## src/rtl/mem_wb_writeback.sv

```systemverilog
// mem_wb_writeback: MEM/WB pipeline register, write-back select and
// retired-instruction counter for the RV32 core.
// Optional feature macro: LOAD_EXT_EN (sub-word load extraction in W stage).
// Only XLEN = 32 is supported.
module mem_wb_writeback #(
  parameter int XLEN  = 32,
  parameter int CNT_W = 32
) (
  input  logic             CLK,
  input  logic             RST,
  input  logic             EN,
  input  logic             STALL,
  input  logic             FLUSH,
  input  logic             VALID_M,
  input  logic             RegWrite_M,
  input  logic [1:0]       ResultSrc_M,
  input  logic [2:0]       Funct3_M,
  input  logic [4:0]       Rd_M,
  input  logic [XLEN-1:0]  ALUResult_M,
  input  logic [XLEN-1:0]  ReadData_M,
  input  logic [XLEN-1:0]  PCPlus4_M,
  output logic [XLEN-1:0]  WD,
  output logic [4:0]       A3,
  output logic             RegWrite,
  output logic             VALID_W,
  output logic [CNT_W-1:0] RETIRED
);

  // W-stage entry
  logic             valid_w_reg,      valid_w_next;
  logic             regwrite_w_reg,   regwrite_w_next;
  logic [1:0]       result_src_w_reg, result_src_w_next;
  logic [2:0]       funct3_w_reg,     funct3_w_next;
  logic [4:0]       rd_w_reg,         rd_w_next;
  logic [XLEN-1:0]  alu_result_w_reg, alu_result_w_next;
  logic [XLEN-1:0]  read_data_w_reg,  read_data_w_next;
  logic [XLEN-1:0]  pc_plus4_w_reg,   pc_plus4_w_next;
  logic [CNT_W-1:0] retired_reg,      retired_next;

  logic [XLEN-1:0]  load_value;

  // Next-state: !EN holds everything, FLUSH bubbles (beats STALL), STALL holds, else capture.
  always_comb begin
    valid_w_next      = valid_w_reg;
    regwrite_w_next   = regwrite_w_reg;
    result_src_w_next = result_src_w_reg;
    funct3_w_next     = funct3_w_reg;
    rd_w_next         = rd_w_reg;
    alu_result_w_next = alu_result_w_reg;
    read_data_w_next  = read_data_w_reg;
    pc_plus4_w_next   = pc_plus4_w_reg;
    retired_next      = retired_reg;
    if (EN) begin
      if (FLUSH) begin
        // Data fields are left as they were; only the control bits matter for a bubble.
        valid_w_next    = 1'b0;
        regwrite_w_next = 1'b0;
      end else if (!STALL) begin
        valid_w_next      = VALID_M;
        regwrite_w_next   = RegWrite_M;
        result_src_w_next = ResultSrc_M;
        funct3_w_next     = Funct3_M;
        rd_w_next         = Rd_M;
        alu_result_w_next = ALUResult_M;
        read_data_w_next  = ReadData_M;
        pc_plus4_w_next   = PCPlus4_M;
        if (VALID_M) begin
          retired_next = retired_reg + 1'b1;
        end
      end
    end
  end

  // State register with synchronous reset taking priority over every other control.
  always_ff @(posedge CLK) begin
    if (RST) begin
      valid_w_reg      <= 1'b0;
      regwrite_w_reg   <= 1'b0;
      result_src_w_reg <= 2'd0;
      funct3_w_reg     <= 3'd0;
      rd_w_reg         <= 5'd0;
      alu_result_w_reg <= '0;
      read_data_w_reg  <= '0;
      pc_plus4_w_reg   <= '0;
      retired_reg      <= '0;
    end else begin
      valid_w_reg      <= valid_w_next;
      regwrite_w_reg   <= regwrite_w_next;
      result_src_w_reg <= result_src_w_next;
      funct3_w_reg     <= funct3_w_next;
      rd_w_reg         <= rd_w_next;
      alu_result_w_reg <= alu_result_w_next;
      read_data_w_reg  <= read_data_w_next;
      pc_plus4_w_reg   <= pc_plus4_w_next;
      retired_reg      <= retired_next;
    end
  end

`ifdef LOAD_EXT_EN
  logic [7:0]  byte_lane [4];
  logic [15:0] half_lane [2];
  logic [7:0]  sel_byte;
  logic [15:0] sel_half;

  genvar gi;
  generate
    for (gi = 0; gi < 4; gi++) begin : g_byte_lane
      assign byte_lane[gi] = read_data_w_reg[8*gi +: 8];
    end
    for (gi = 0; gi < 2; gi++) begin : g_half_lane
      assign half_lane[gi] = read_data_w_reg[16*gi +: 16];
    end
  endgenerate

  // Address low bits pick the lane; bit 0 is irrelevant for halfwords.
  assign sel_byte = byte_lane[alu_result_w_reg[1:0]];
  assign sel_half = half_lane[alu_result_w_reg[1]];

  // Sub-word extraction by load size/sign; unknown codes fall back to the full word.
  always_comb begin
    load_value = read_data_w_reg;
    case (funct3_w_reg)
      3'b000:  load_value = {{(XLEN-8){sel_byte[7]}}, sel_byte};
      3'b100:  load_value = {{(XLEN-8){1'b0}}, sel_byte};
      3'b001:  load_value = {{(XLEN-16){sel_half[15]}}, sel_half};
      3'b101:  load_value = {{(XLEN-16){1'b0}}, sel_half};
      default: load_value = read_data_w_reg;
    endcase
  end
`else
  // Raw word is written back; the load-size field is carried but has no effect.
  logic unused_funct3;
  assign unused_funct3 = ^funct3_w_reg;
  assign load_value    = read_data_w_reg;
`endif

  // Write-back data select; code 3 is reserved and writes zero.
  always_comb begin
    WD = '0;
    case (result_src_w_reg)
      2'd0:    WD = alu_result_w_reg;
      2'd1:    WD = load_value;
      2'd2:    WD = pc_plus4_w_reg;
      default: WD = '0;
    endcase
  end

  // x0 is never written, and bubbles never write.
  assign RegWrite = valid_w_reg & regwrite_w_reg & (rd_w_reg != 5'd0);
  assign A3       = rd_w_reg;
  assign VALID_W  = valid_w_reg;
  assign RETIRED  = retired_reg;

endmodule

```

## config.mk

```make
export PLATFORM = sky130hd
export DESIGN_NAME = mem_wb_writeback
export DESIGN_NICKNAME = d
export VERILOG_FILES = /design/src/rtl/mem_wb_writeback.sv
export SDC_FILE = /design/constraint.sdc
export NUM_CORES = 1
export LEC_CHECK = 0
export CORE_AREA = 2 2 111 113
export CTS_CLUSTER_DIAMETER = 80
export DETAILED_ROUTE_END_ITERATION = 10
export DIE_AREA = 0 0 113 115
export PLACE_DENSITY_LB_ADDON = 0.2
export SYNTH_ARGS = -nofsm -noshare
export SYNTH_HDL_FRONTEND = slang
export SYNTH_SLANG_ARGS = --single-unit
export TNS_END_PERCENT = 5
```

## constraint.sdc

```tcl
create_clock -name CLK -period 4.1 [get_ports CLK]
set_input_delay 0.82 -clock CLK [delete_from_list [all_inputs] [get_ports CLK]]
set_output_delay 0.82 -clock CLK [all_outputs]
set_load 0.02 [all_outputs]
```

After elaboration in Yosys (flattened, before gate mapping)
Index checks and enable logic that the tools add are counted.
- register bits after elaboration: 137
- input bits: 113
- output and inout port bits: 71
- logic and storage cells: 26
- add/sub/neg operators: 1
- equal/unequal tests: 3
- muxes and demuxes: 5
- bitwise logic cells: 4
- reductions and logical operators: 5
- operator list (operator ; count):
    32-bit one-hot mux with 3 select lines ; 1
    32-bit by 1-bit adder with 32-bit output (second input constant) ; 1
    5-bit nonzero test ; 1
    1-bit 2-to-1 mux ; 4
    4-bit AND reduction ; 1
    3-bit AND reduction ; 1
    1-bit AND ; 2
    2-bit by 1-bit equality test with 1-bit output (second input constant) ; 1
    2-bit equality test (second input constant) ; 1
    2-bit logical NOT ; 1
    2-bit by 1-bit inequality test with 1-bit output (second input constant) ; 1
    1-bit inverter ; 2
    2-bit AND reduction ; 1

Depth between registers and ports, before layout
- word-level depth: 2
- mapped depth: 7
- mapped depth without buffers: 5

Worst setup path after synthesis
No wires, ideal clock.
- path type: input -> register
- from: input port STALL
- to: register retired_reg[17], in the netlist RETIRED[17]
- setup time: 121 ps
- arrival time: 2423 ps
- data required time: 3979 ps
- path slack: 1556 ps
- cell stages on the path: 6
- path buffers: 2
- cells stage by stage: or3b_1 or3_1 clkbuf_1 clkbuf_1 nor4_1 mux2_2
- cells in the longest elaborated chain, start to end: 2
- RTL lines (item ; line ; RTL):
    start, declared ; 12 ; input logic STALL,
    1-bit inverter (no line) ; n/a ;
    4-bit AND reduction (no line) ; n/a ;
    end signal, assigned ; 95 ; retired_reg <= retired_next;
    end, declared ; 38 ; logic [CNT_W-1:0] retired_reg, retired_next;
Every way passes these cells.
A chain may end at the register's enable or synchronous reset.

Worst setup path in the final report
- from: register result_src_w_reg[0]
- to: output port WD[7]
- cells in the longest elaborated chain, start to end: 2
- elaborated cells on any way between the ends: 4
- classes of those cells: eq/ne (2); mux (1); reduce/logical (1)
- RTL lines (item ; line ; RTL):
    start, declared ; 32 ; logic [1:0] result_src_w_reg, result_src_w_next;
    start signal, assigned ; 89 ; result_src_w_reg <= result_src_w_next;
    2-bit equality test (tied with other cells) ; 140 ; case (result_src_w_reg)
    32-bit one-hot mux with 3 select lines (*) ; 140 ;
    end, declared ; 22 ; output logic [XLEN-1:0] WD,
Every way passes the cells marked *; elsewhere a longest branch is shown, timed or not.

==> run_results.csv <==
group,metric,value,unit
outcome,outcome,"finished with violations",
outcome,failed_checks,"DRC",
sta,finClkSkew,0.00337,ns
sta,drv_slew,0,
grt,grt_util_met2,0.412,
clock_network,cts_root_buffer,"clkbuf_16",
sta,shortest_period_the_worst_path_allows,3.46,ns
grt,grt_pass1_vias,5352,
clock_network,clk_path_buf_depth,2,
drt,drtIter0Drc,604,
die,i_o_pin_total,184,
drt,drc_errors,10,
synthesis,synth.area.mux_share,0.0631,
clock_network,cts_setup_buffers,0,
layout,antenna-diode-count,0,
sta,worst_pin_slew,1.09,ns
drt,route.detailed.wl_per_inst,15.2,µm
clock_network,cts_tree,"built",
sta,post-route-period-util,0.844,
placement,finalWeightedCongestion,0.896,
grt,pin_count_of_the_biggest_net_entering_global_routing,110,
drt,number_of_routed_nets_with_antenna_violations,0,
worst_setup_path,worst_ep_required_time,3.28,ns
power_and_ir_drop,pwr_density_cell,394,nW/µm²
sta,setup_viol,0,
power_and_ir_drop,power.share.switching,0.214,
power_and_ir_drop,clkPwrFrac,0.486,
worst_setup_path,crit_path_end_kind,"primary output",
die,initial_core_util,0.490,
die,dieWidth,113,µm
synthesis,yosys-top-cells-count,"nand2_1 (249), dfxtp_1 (137), a21oi_1 (121)",
die,placementRows,40,
synthesis,postSynthAreaPerCell,7.72,µm²
grt,grt.met3_usage,0.0691,
layout,fin_util,0.697,
synthesis,post_synth_edffs,0,
worst_setup_path,setup.reg_to_reg.worst_slack,1.68,ns
worst_setup_path,critical_path.startpoint_type,"register",
sta,grt_setup_unrepaired,"no",
synthesis,synth.ff_latch_count,137,
sta,timing.max_slew.rel_slack,0.276,
synthesis,synth_area_leaders,"dfxtp_1 (47%), nand2_1 (16%), a21oi_1 (10%)",
worst_setup_path,rr_worst_depth,4,
placement,dp_worst_setup_slack,0.888,ns
synthesis,synth_simple_gate_area_share,0.242,
synthesis,synth.distinct_cells,34,
clock_network,htree_num_levels,4,
drt,drtPass1Iterations,9,
drt,dr_total_vias,5687,
grt,antenna_found_initial,0,
drt,post_drt_via_cell_ratio,5.39,
synthesis,synth.yosys.seq_area_share,0.474,
worst_setup_path,cp.arrival,2.64,ns
power_and_ir_drop,p_int,2.55,mW
grt,grt.overflow.total,0,
sta,setup-tns-final,0,ns
hold_path,hold-path-cell-count,2,
layout,syn2layout_area_growth,42.3,%
power_and_ir_drop,ir_drop,0.269,mV
synthesis,share_of_flip_flops_with_an_asynchronous_set_or_reset_after_synthesis,0,
synthesis,netlist.area_leader.share,0.474,
layout,fraction_of_final_layout_cells_with_drive_strength_greater_than_1,0.0539,
die,die_y,115,µm
power_and_ir_drop,netSwitchingPower,0.695,mW
drt,wl,16100,µm
grt,grt.busiest_layer,"met2",
power_and_ir_drop,cellLeakagePower,2.72,nW
worst_setup_path,regToRegStartpoint,"RETIRED[4]$_SDFFE_PP0P_",
synthesis,synth_top_family_by_area,"simple AND/OR/NAND/NOR gates",
sta,postLayoutSetupSlackWorst,0.641,ns
clock_network,cts_repair_resize_count,0,
synthesis,synth_compound_gate_area_share,0.159,
placement,portBuffers,180,
synthesis,synth_xor_area_frac,0.0151,
worst_setup_path,crit-reg2reg-capture,"RETIRED[25]$_SDFFE_PP0P_",
hold_path,min_to,"load_value[13]$_SDFFE_PP0P_",
clock_network,cts_inserted_buffers,17,
run,cap_viol_max_count,0,
synthesis,yosys.area_share.adder,0.00216,
worst_setup_path,worst-setup-path-type,"register to primary output",
layout,final_net_count,1010,
clock_network,cts.reportedPaths.clkPinSlew,0.06,ns
hold_path,worst_hold_startpoint,"load_value[13]$_SDFFE_PP0P_",
clock_network,clk-insertion-delay-late,0.42,ns
clock_network,postCtsHoldBufs,0,
synthesis,postSynthCellCount,749,
die,dieArea,13000,µm²
synthesis,synth_most_common_cell,"nand2_1",
hold_path,hold_path_class,"register to register",
clock_network,clock_sink_count,137,
synthesis,netlist.top_cell.by_area,"dfxtp_1",
synthesis,syn-num-nets,863,
grt,grt.met1_usage,0.314,
grt,grt_usage,0.247,
synthesis,yosys_warnings,0,
synthesis,mappedNetlistArea,5790,µm²
power_and_ir_drop,register_share_of_total_power,0.427,
die,floorplan.core_area,11800,µm²
power_and_ir_drop,power.combinational.fraction,0.087,
synthesis,postSynth.topFlopCell,"dfxtp_1",
sta,timing_hold_violations_final,0,
sta,fmax,289,MHz
placement,dp_hpwl,10400,µm
grt,grt_first_pass_wirelength,25900,µm
worst_setup_path,crit_path_max_fanout,21,
-- worst max path at each step --
stage                                startpoint                        to  slack [ns]  cells after the start
3_5_place_dp                              STALL  RETIRED[20]$_SDFFE_PP0P_        0.89                      5
4_1_cts        result_src_w_reg[0]$_SDFFE_PP0P_                     WD[7]        0.65                      5
2_1_floorplan                             STALL  RETIRED[17]$_SDFFE_PP0P_        1.56                      6
3_3_place_gp                              FLUSH  RETIRED[22]$_SDFFE_PP0P_        0.92                      5
6_report       result_src_w_reg[0]$_SDFFE_PP0P_                     WD[7]        0.64                      5
5_1_grt        result_src_w_reg[0]$_SDFFE_PP0P_                     WD[8]        0.52                      5
-- cell type report --
class | count | area, µm²
clock buffer | 24 | 502
sequential | 137 | 2740
fill | 923 | 3580
timing repair buffer | 187 | 1860
clock inverter | 8 | 115
tap | 147 | 184
multi-input combinational | 545 | 2790
inverter | 8 | 30.0
-- logic make-up after synthesis --
family	Yosys count
compound gates	174
xor+xnor	10
fa+ha+maj	1
buf+inv	67
flops	137
mux	36
simple gates	324
-- metrics by stage --
| stage | cell area, µm² | power (mW) | cells | hold WS (ns) |
|---|---|---|---|---|
| 2_1_floorplan | 5790 | 1.53 | 749 | 0.436 |
| 3_3_place_gp | 7610 | 1.69 | 1024 | 0.441 |
| 3_5_place_dp | 7610 | 1.69 | 1024 | 0.447 |
| 4_1_cts | 8230 | 3.26 | 1056 | 0.454 |
| 5_1_grt | 8230 | 3.34 | 1056 | 0.473 |
| 6_report | 8230 | 3.25 | 1056 | 0.453 |
-- power groups by stage --
stage | clock network [mW] | registers (mW) | logic [mW]
finish | 1.58 | 1.39 | 0.282
global placement | 0 | 1.41 | 0.278
detailed placement | 0 | 1.41 | 0.281
CTS | 1.60 | 1.39 | 0.283
global route | 1.65 | 1.39 | 0.306
floorplan | 0 | 1.41 | 0.117
-- worst max-delay path, cell delays in order, from the launching register on --
cell and delay [ns]:
dfxtp_2 0.43, nor2b_2 0.53, buf_4 0.39, nand2_1 0.09
o21ai_0 0.12, clkdlybuf4s50_1 0.65
-- placed cells by master (no fill, tap or decap), drive strengths merged, types with 3 or more instances in the layout --
cell type	synthesis	routed
o21ai	36	36
xnor2	8	8
inv	8	8
clkbuf	48	24
nand4	6	6
nor3	4	4
nand3	9	9
clkinv	0	5
o31ai	13	13
buf	11	8
nand2	249	249
nor2	15	15
clkdlybuf4s50	0	179
mux2i	32	32
nor2b	5	5
dfxtp	137	137
a21oi	121	121
or4	14	14
nor4	8	8
mux2	4	4
bufinv	0	3
or3	6	6
-- layer usage --
layer / routed length [µm] / vias up / part of all wire
met5: 0 / - / 0
met4: 242 / 0 / 0.015
met3: 1130 / 24 / 0.070
met2: 7750 / 206 / 0.48
met1: 6930 / 2639 / 0.43
li1: - / 2818 / -
Note: power is estimated with default switching activity, not from simulation.
